--- config.mk ---
export PLATFORM = sky130hd
export DESIGN_NAME = mem_port_arbiter
export DESIGN_NICKNAME = d
export VERILOG_FILES = /design/src/rtl/mem_arb_pkg.sv /design/src/rtl/mem_arb_timeout.sv /design/src/rtl/mem_port_arbiter.sv
export SDC_FILE = /design/constraint.sdc
export NUM_CORES = 1
export LEC_CHECK = 0
export ABC_AREA = 1
export BUFFER_PORTS_ARGS = -buffer_cell sky130_fd_sc_hd__buf_4
export CAP_MARGIN = 20
export CORE_MARGIN = 2
export CORE_UTILIZATION = 48
export DETAILED_ROUTE_END_ITERATION = 12
export GPL_ROUTABILITY_DRIVEN = 0
export HOLD_SLACK_MARGIN = 0.12
export MAX_ROUTING_LAYER = met4
export PLACE_DENSITY = 0.8
export REMOVE_ABC_BUFFERS = 1
export SETUP_SLACK_MARGIN = 0.4
export SLEW_MARGIN = 5
export SYNTH_ARGS = -nofsm -noshare
export SYNTH_HDL_FRONTEND = slang
export SYNTH_SLANG_ARGS = --single-unit
export TNS_END_PERCENT = 100
--- constraint.sdc ---
create_clock -name clock__i -period 4.78 [get_ports clock__i]
set_input_delay 0.239 -clock clock__i [delete_from_list [all_inputs] [get_ports clock__i]]
set_output_delay 0.239 -clock clock__i [all_outputs]
set_load 0.01 [all_outputs]
--- src/rtl/mem_arb_pkg.sv ---
// Shared types and constants for the unified instruction/data memory port arbiter.
package mem_arb_pkg;

    typedef enum logic [1:0] {
        IDLE = 2'd0,
        BUSY = 2'd1,
        RESP = 2'd2,
        ERR  = 2'd3
    } arb_state_e;

    typedef enum logic {
        GRANT_IF = 1'b0,
        GRANT_DM = 1'b1
    } grant_e;

    // Wide enough for the largest supported timeout of 1023 BUSY cycles.
    localparam int TMO_CNT_W = 10;

endpackage

--- src/rtl/mem_arb_timeout.sv ---
// Loadable up-counter used to bound how long the arbiter waits for a memory ack.
// The terminal count marks the last BUSY cycle before the wait is declared a timeout.
module mem_arb_timeout
    import mem_arb_pkg::*;
#(
    parameter int TIMEOUT_CYCLES = 255
) (
    input  logic                 clock__i,
    input  logic                 reset__i,
    input  logic                 clear__i,
    input  logic                 enable__i,
    input  logic                 load__i,
    input  logic [TMO_CNT_W-1:0] load_val__i,
    output logic                 tc__o
);

    // The count holds the number of ack-less BUSY cycles already completed,
    // so the final allowed cycle is the one that sees TIMEOUT_CYCLES-1.
    localparam logic [TMO_CNT_W-1:0] TC_VAL = TMO_CNT_W'(TIMEOUT_CYCLES - 1);

    logic [TMO_CNT_W-1:0] count_q;
    logic [TMO_CNT_W-1:0] count_d;

    always_comb begin
        count_d = count_q;
        if (clear__i) begin
            count_d = '0;
        end else if (load__i) begin
            count_d = load_val__i;
        end else if (enable__i) begin
            count_d = count_q + TMO_CNT_W'(1);
        end
    end

    always_ff @(posedge clock__i or posedge reset__i) begin
        if (reset__i) begin
            count_q <= '0;
        end else begin
            count_q <= count_d;
        end
    end

    assign tc__o = (count_q == TC_VAL);

endmodule

--- src/rtl/mem_port_arbiter.sv ---
// Shares one memory port between instruction fetch and the MEM stage, running a
// registered request/ack handshake to memory and reporting stalls and timeouts.
module mem_port_arbiter
    import mem_arb_pkg::*;
#(
    parameter int ADDR_WIDTH     = 32,
    parameter int DATA_WIDTH     = 32,
    parameter int TIMEOUT_CYCLES = 255
) (
    input  logic                  clock__i,
    input  logic                  reset__i,
    input  logic                  if_req__i,
    input  logic [ADDR_WIDTH-1:0] if_addr__i,
    output logic [DATA_WIDTH-1:0] if_rdata__o,
    output logic                  if_ack__o,
    input  logic                  dm_req__i,
    input  logic                  dm_we__i,
    input  logic [ADDR_WIDTH-1:0] dm_addr__i,
    input  logic [DATA_WIDTH-1:0] dm_wdata__i,
    output logic [DATA_WIDTH-1:0] dm_rdata__o,
    output logic                  dm_ack__o,
    output logic                  mem_req__o,
    output logic                  mem_we__o,
    output logic [ADDR_WIDTH-1:0] mem_addr__o,
    output logic [DATA_WIDTH-1:0] mem_wdata__o,
    input  logic [DATA_WIDTH-1:0] mem_rdata__i,
    input  logic                  mem_ack__i,
    output logic                  stall__o,
    output logic                  err__o
);

    // Handshakes: a requester holds req and its operands level until its ack
    // pulses for one cycle; mem_req and operands stay stable until mem_ack.
    arb_state_e            state_q, state_d;
    grant_e                last_q, last_d;
    logic                  mem_req_q, mem_req_d;
    logic                  mem_we_q, mem_we_d;
    logic [ADDR_WIDTH-1:0] mem_addr_q, mem_addr_d;
    logic [DATA_WIDTH-1:0] mem_wdata_q, mem_wdata_d;
    logic [DATA_WIDTH-1:0] if_rdata_q, if_rdata_d;
    logic [DATA_WIDTH-1:0] dm_rdata_q, dm_rdata_d;
    logic                  if_ack_q, if_ack_d;
    logic                  dm_ack_q, dm_ack_d;
    logic                  err_q, err_d;
    logic                  pick_dm;
    logic                  tmo_clear;
    logic                  tmo_en;
    logic                  tmo_tc;

    mem_arb_timeout #(
        .TIMEOUT_CYCLES(TIMEOUT_CYCLES)
    ) u_timeout (
        .clock__i   (clock__i),
        .reset__i   (reset__i),
        .clear__i   (tmo_clear),
        .enable__i  (tmo_en),
        .load__i    (1'b0),
        .load_val__i('0),
        .tc__o      (tmo_tc)
    );

    always_comb begin
        state_d     = state_q;
        last_d      = last_q;
        mem_req_d   = mem_req_q;
        mem_we_d    = mem_we_q;
        mem_addr_d  = mem_addr_q;
        mem_wdata_d = mem_wdata_q;
        if_rdata_d  = if_rdata_q;
        dm_rdata_d  = dm_rdata_q;
        if_ack_d    = 1'b0;
        dm_ack_d    = 1'b0;
        err_d       = err_q;
        pick_dm     = 1'b0;
        tmo_clear   = 1'b0;
        tmo_en      = 1'b0;

        case (state_q)
            IDLE: begin
                if (if_req__i || dm_req__i) begin
                    // Under contention the side not served last wins.
                    pick_dm     = dm_req__i && (!if_req__i || last_q == GRANT_IF);
                    last_d      = pick_dm ? GRANT_DM : GRANT_IF;
                    mem_req_d   = 1'b1;
                    mem_we_d    = pick_dm && dm_we__i;
                    mem_addr_d  = pick_dm ? dm_addr__i : if_addr__i;
                    mem_wdata_d = pick_dm ? dm_wdata__i : '0;
                    tmo_clear   = 1'b1;
                    state_d     = BUSY;
                end
            end
            BUSY: begin
                if (mem_ack__i) begin
                    if (last_q == GRANT_DM) begin
                        dm_rdata_d = mem_rdata__i;
                        dm_ack_d   = 1'b1;
                    end else begin
                        if_rdata_d = mem_rdata__i;
                        if_ack_d   = 1'b1;
                    end
                    mem_req_d = 1'b0;
                    state_d   = RESP;
                end else if (tmo_tc) begin
                    mem_req_d = 1'b0;
                    err_d     = 1'b1;
                    state_d   = ERR;
                end else begin
                    tmo_en = 1'b1;
                end
            end
            RESP: begin
                state_d = IDLE;
            end
            ERR: begin
                state_d = ERR;
            end
            default: begin
                state_d = IDLE;
            end
        endcase
    end

    always_ff @(posedge clock__i or posedge reset__i) begin
        if (reset__i) begin
            state_q     <= IDLE;
            last_q      <= GRANT_IF;
            mem_req_q   <= 1'b0;
            mem_we_q    <= 1'b0;
            mem_addr_q  <= '0;
            mem_wdata_q <= '0;
            if_rdata_q  <= '0;
            dm_rdata_q  <= '0;
            if_ack_q    <= 1'b0;
            dm_ack_q    <= 1'b0;
            err_q       <= 1'b0;
        end else begin
            state_q     <= state_d;
            last_q      <= last_d;
            mem_req_q   <= mem_req_d;
            mem_we_q    <= mem_we_d;
            mem_addr_q  <= mem_addr_d;
            mem_wdata_q <= mem_wdata_d;
            if_rdata_q  <= if_rdata_d;
            dm_rdata_q  <= dm_rdata_d;
            if_ack_q    <= if_ack_d;
            dm_ack_q    <= dm_ack_d;
            err_q       <= err_d;
        end
    end

    assign mem_req__o   = mem_req_q;
    assign mem_we__o    = mem_we_q;
    assign mem_addr__o  = mem_addr_q;
    assign mem_wdata__o = mem_wdata_q;
    assign if_rdata__o  = if_rdata_q;
    assign dm_rdata__o  = dm_rdata_q;
    assign if_ack__o    = if_ack_q;
    assign dm_ack__o    = dm_ack_q;
    assign err__o       = err_q;
    assign stall__o     = (if_req__i & ~if_ack_q) | (dm_req__i & ~dm_ack_q) | err_q;

endmodule

==> impl_metrics.env <==
export IMPL_status="complete, no violations"
export IMPL_yosysTopAreaCell="dfrtp_1"
export IMPL_arrival_ns=3.68
export IMPL_pin_count=268
export IMPL_fin_crit_sh_pct=69.8
export IMPL_fill_cells=838
export IMPL_syn_instance_count=678
export IMPL_yosys_warnings=0
export IMPL_rsz0062_at_grt="false"
export IMPL_hold_viol=0
export IMPL_slew_viol_final=0
export IMPL_start_util_pct=49.5
export IMPL_dp_hpwl_um=11300
export IMPL_finClkSkew_ns=0.00958
export IMPL_cts_resized_gates=0
export IMPL_drt_iter0_drc=431
export IMPL_slew_limit_headroom_pct=34.1
export IMPL_dpl_instance_area_um2=8280
export IMPL_criticalPathCategory="register to register"
export IMPL_period_minus_slack_ns=3.34
export IMPL_setup_viol=0
export IMPL_die_h_um=118
export IMPL_max_freq_mhz=300
export IMPL_cts_sinks=146
export IMPL_cts_hold_fix_buffers=103
export IMPL_syn_area_per_cell_um2=9.25
export IMPL_post_cts_buffers=0
export IMPL_hp_start="dm_addr__i[6]"
export IMPL_cts_made_buffers=17
export IMPL_wl_um=20100
export IMPL_row_count=41
export IMPL_yosys_area_top_type_share_pct=58.3
export IMPL_first_pass_iters=7
export IMPL_cts_buffer_depth=2
export IMPL_yosysSeqAreaShare_pct=58.3
export IMPL_startpoint="state_q[0]"
export IMPL_syn_to_final_growth_pct=59.7
export IMPL_start_kind="register"
export IMPL_cts_tree="done"
export IMPL_fin_nets=1170
export IMPL_htreeDepth=4
export IMPL_clk_pin_slew_worst_paths_ns=0.06
export IMPL_crit_path_max_fanout=78
export IMPL_overflow=0
export IMPL_grt_pass1_vias=6397
export IMPL_drive_gt1_share_pct=35.4
export IMPL_rr_startpoint="state_q[0]"
export IMPL_antenna_found_initial=0
export IMPL_synth_ff_type="dfrtp_1"
export IMPL_fin_tns_setup_ns=0
export IMPL_synth_edf_count=0
export IMPL_antenna_cells=0
export IMPL_wl_per_cell_um=16.5
export IMPL_ys_seq_elements=146
export IMPL_pwr_density_cell_nw_per_um2=597
export IMPL_core_um2=12700
export IMPL_die_w_um=118
export IMPL_fin_area_um2=10000
export IMPL_grt_pass1_wl_um=31100
export IMPL_synth_async_reset_ratio_pct=100
export IMPL_ys_top_cells_by_area="dfrtp_1, nand2_1, o21ai_2, o21ai_0, nand3_1"
export IMPL_final_antenna_net_count=0
export IMPL_ir_worst_vdd_v=0.000404
export IMPL_drcViolationCount=0
export IMPL_crit_required_ns=5.12
export IMPL_grtUsageTotal_pct=28.7
export IMPL_hold_path_class="input port to register"
export IMPL_dieArea_um2=14000
export IMPL_cts_root_buffer="clkbuf_16"
export IMPL_synth_cell_types=28
export IMPL_vias_per_cell=5.01
export IMPL_maxCapViolCount=0
export IMPL_worstMarginPinSlew_ns=0.987
export IMPL_layoutNonFillerInstCount=1219
export IMPL_dp_cells=1083
export IMPL_p_leak_uw=0.00523
export IMPL_io_buffers=267
export IMPL_grt_max_degree=114
export IMPL_vias=6110
export IMPL_insertion_delay_ns=0.42
export IMPL_end_kind="register"
export IMPL_synth_area_um2=6270
## layout make-up
cell class / instances / area, µm² / area share [%]
flip-flops and latches: 146 / 3650 / 36.5
repair buffers: 376 / 3100 / 31.0
multi-input cells: 440 / 2170 / 21.7
clock buffers: 20 / 467 / 4.66
well taps: 172 / 215 / 2.15
inverters: 53 / 204 / 2.04
clock inverters: 12 / 203 / 2.02
## Yosys cell counts, types with 3 or more instances
cell type  count
inv_2          3
dfrtp_1      146
clkbuf_1      14
nand2_1      196
nand4_1        5
buf_6         13
o21ai_1       29
nand2_2        5
nor2_1        41
o21ai_0       56
nand3_1       43
buf_2          5
inv_1         50
buf_1          5
o21ai_2       50
## registers in the layout, summed over array words and instances, names as in the netlist, 2 cells and up
name / flops
state_q: 2
dm_rdata__o: 32
mem_addr__o: 32
if_rdata__o: 32
u_timeout.count_q: 10
mem_wdata__o: 32
## critical path, stage by stage, from the launching register on
cell,delay (ns)
dfrtp_1,0.41
nor2_4,0.64
o21ai_4,0.09
buf_4,0.39
inv_1,0.74
o21ai_0,0.21
o21ai_1,0.17
dlygate4sd3_1,0.57
## per-stage QoR
stage               setup WS (ns)  utilization, %  hold slack [ns]  total power (µW)
floorplan                   0.618               -            0.335              3110
global placement             2.04            65.4            0.441              4190
detailed placement           1.98            65.4            0.448              4260
CTS                          1.46            78.8            0.120              5900
global route                 1.13            79.0            0.131              6310
finish                       1.44            79.0            0.134              5980
## report_power, final
| part | internal (µW) | leakage [µW] | switching, µW | total [µW] |
|---|---|---|---|---|
| Combinational | 1130 | 0.00306 | 1240 | 2370 |
| Clock | 970 | 0.000315 | 524 | 1490 |
| Sequential | 1760 | 0.00185 | 344 | 2110 |
## cell usage in the layout (no fill, tap or decap), drive strengths merged
master / netlist / final
a21oi: 1 / 1
a31oi: 1 / 1
buf: 24 / 273
bufinv: 0 / 5
clkbuf: 15 / 20
clkinv: 0 / 2
clkinvlp: 0 / 4
dfrtp: 146 / 146
dlygate4sd3: 0 / 103
ha: 2 / 2
inv: 53 / 54
nand2: 201 / 201
nand3: 44 / 44
nand4: 5 / 5
nor2: 44 / 44
o21ai: 135 / 135
o221ai: 1 / 1
o31ai: 1 / 1
or2: 3 / 3
xor2: 2 / 2
## metal layers
metal  vias to the layer above  global-route usage [%]  wire, µm
li1                       2887                       -         -
met5                         -                       -         0
met2                       269                    47.6     10300
met3                        58                    8.06      1510
met1                      2896                    32.3      7580
met4                         0                    13.3       725
## path summary, 6_finish.rpt
path,endpoint,slack (ns),cells after the start
hold reg to reg,mem_req__o,0.47,2
max in group asynchronous,mem_addr__o[3],3.28,5
hold / removal,mem_addr__o[6],0.13,3
setup / recovery,mem_addr__o[10],1.44,7
min in group asynchronous,dm_rdata__o[4],0.33,3
setup reg to reg,mem_addr__o[10],1.44,7
## logic make-up (layout without fill, tap and decap cells)
group / after synthesis / after routing / share of synthesized area, %
AO/OA/AOI/OAI: 139 / 139 / 14.2
XOR/XNOR: 2 / 2 / 0.279
adder cells (fa/ha/maj): 2 / 2 / 0.399
buffers and inverters: 92 / 461 / 7.25
flip-flops: 146 / 146 / 58.3
AND/OR/NAND/NOR: 297 / 297 / 19.6
No activity file was read; power rests on OpenSTA's default activity.
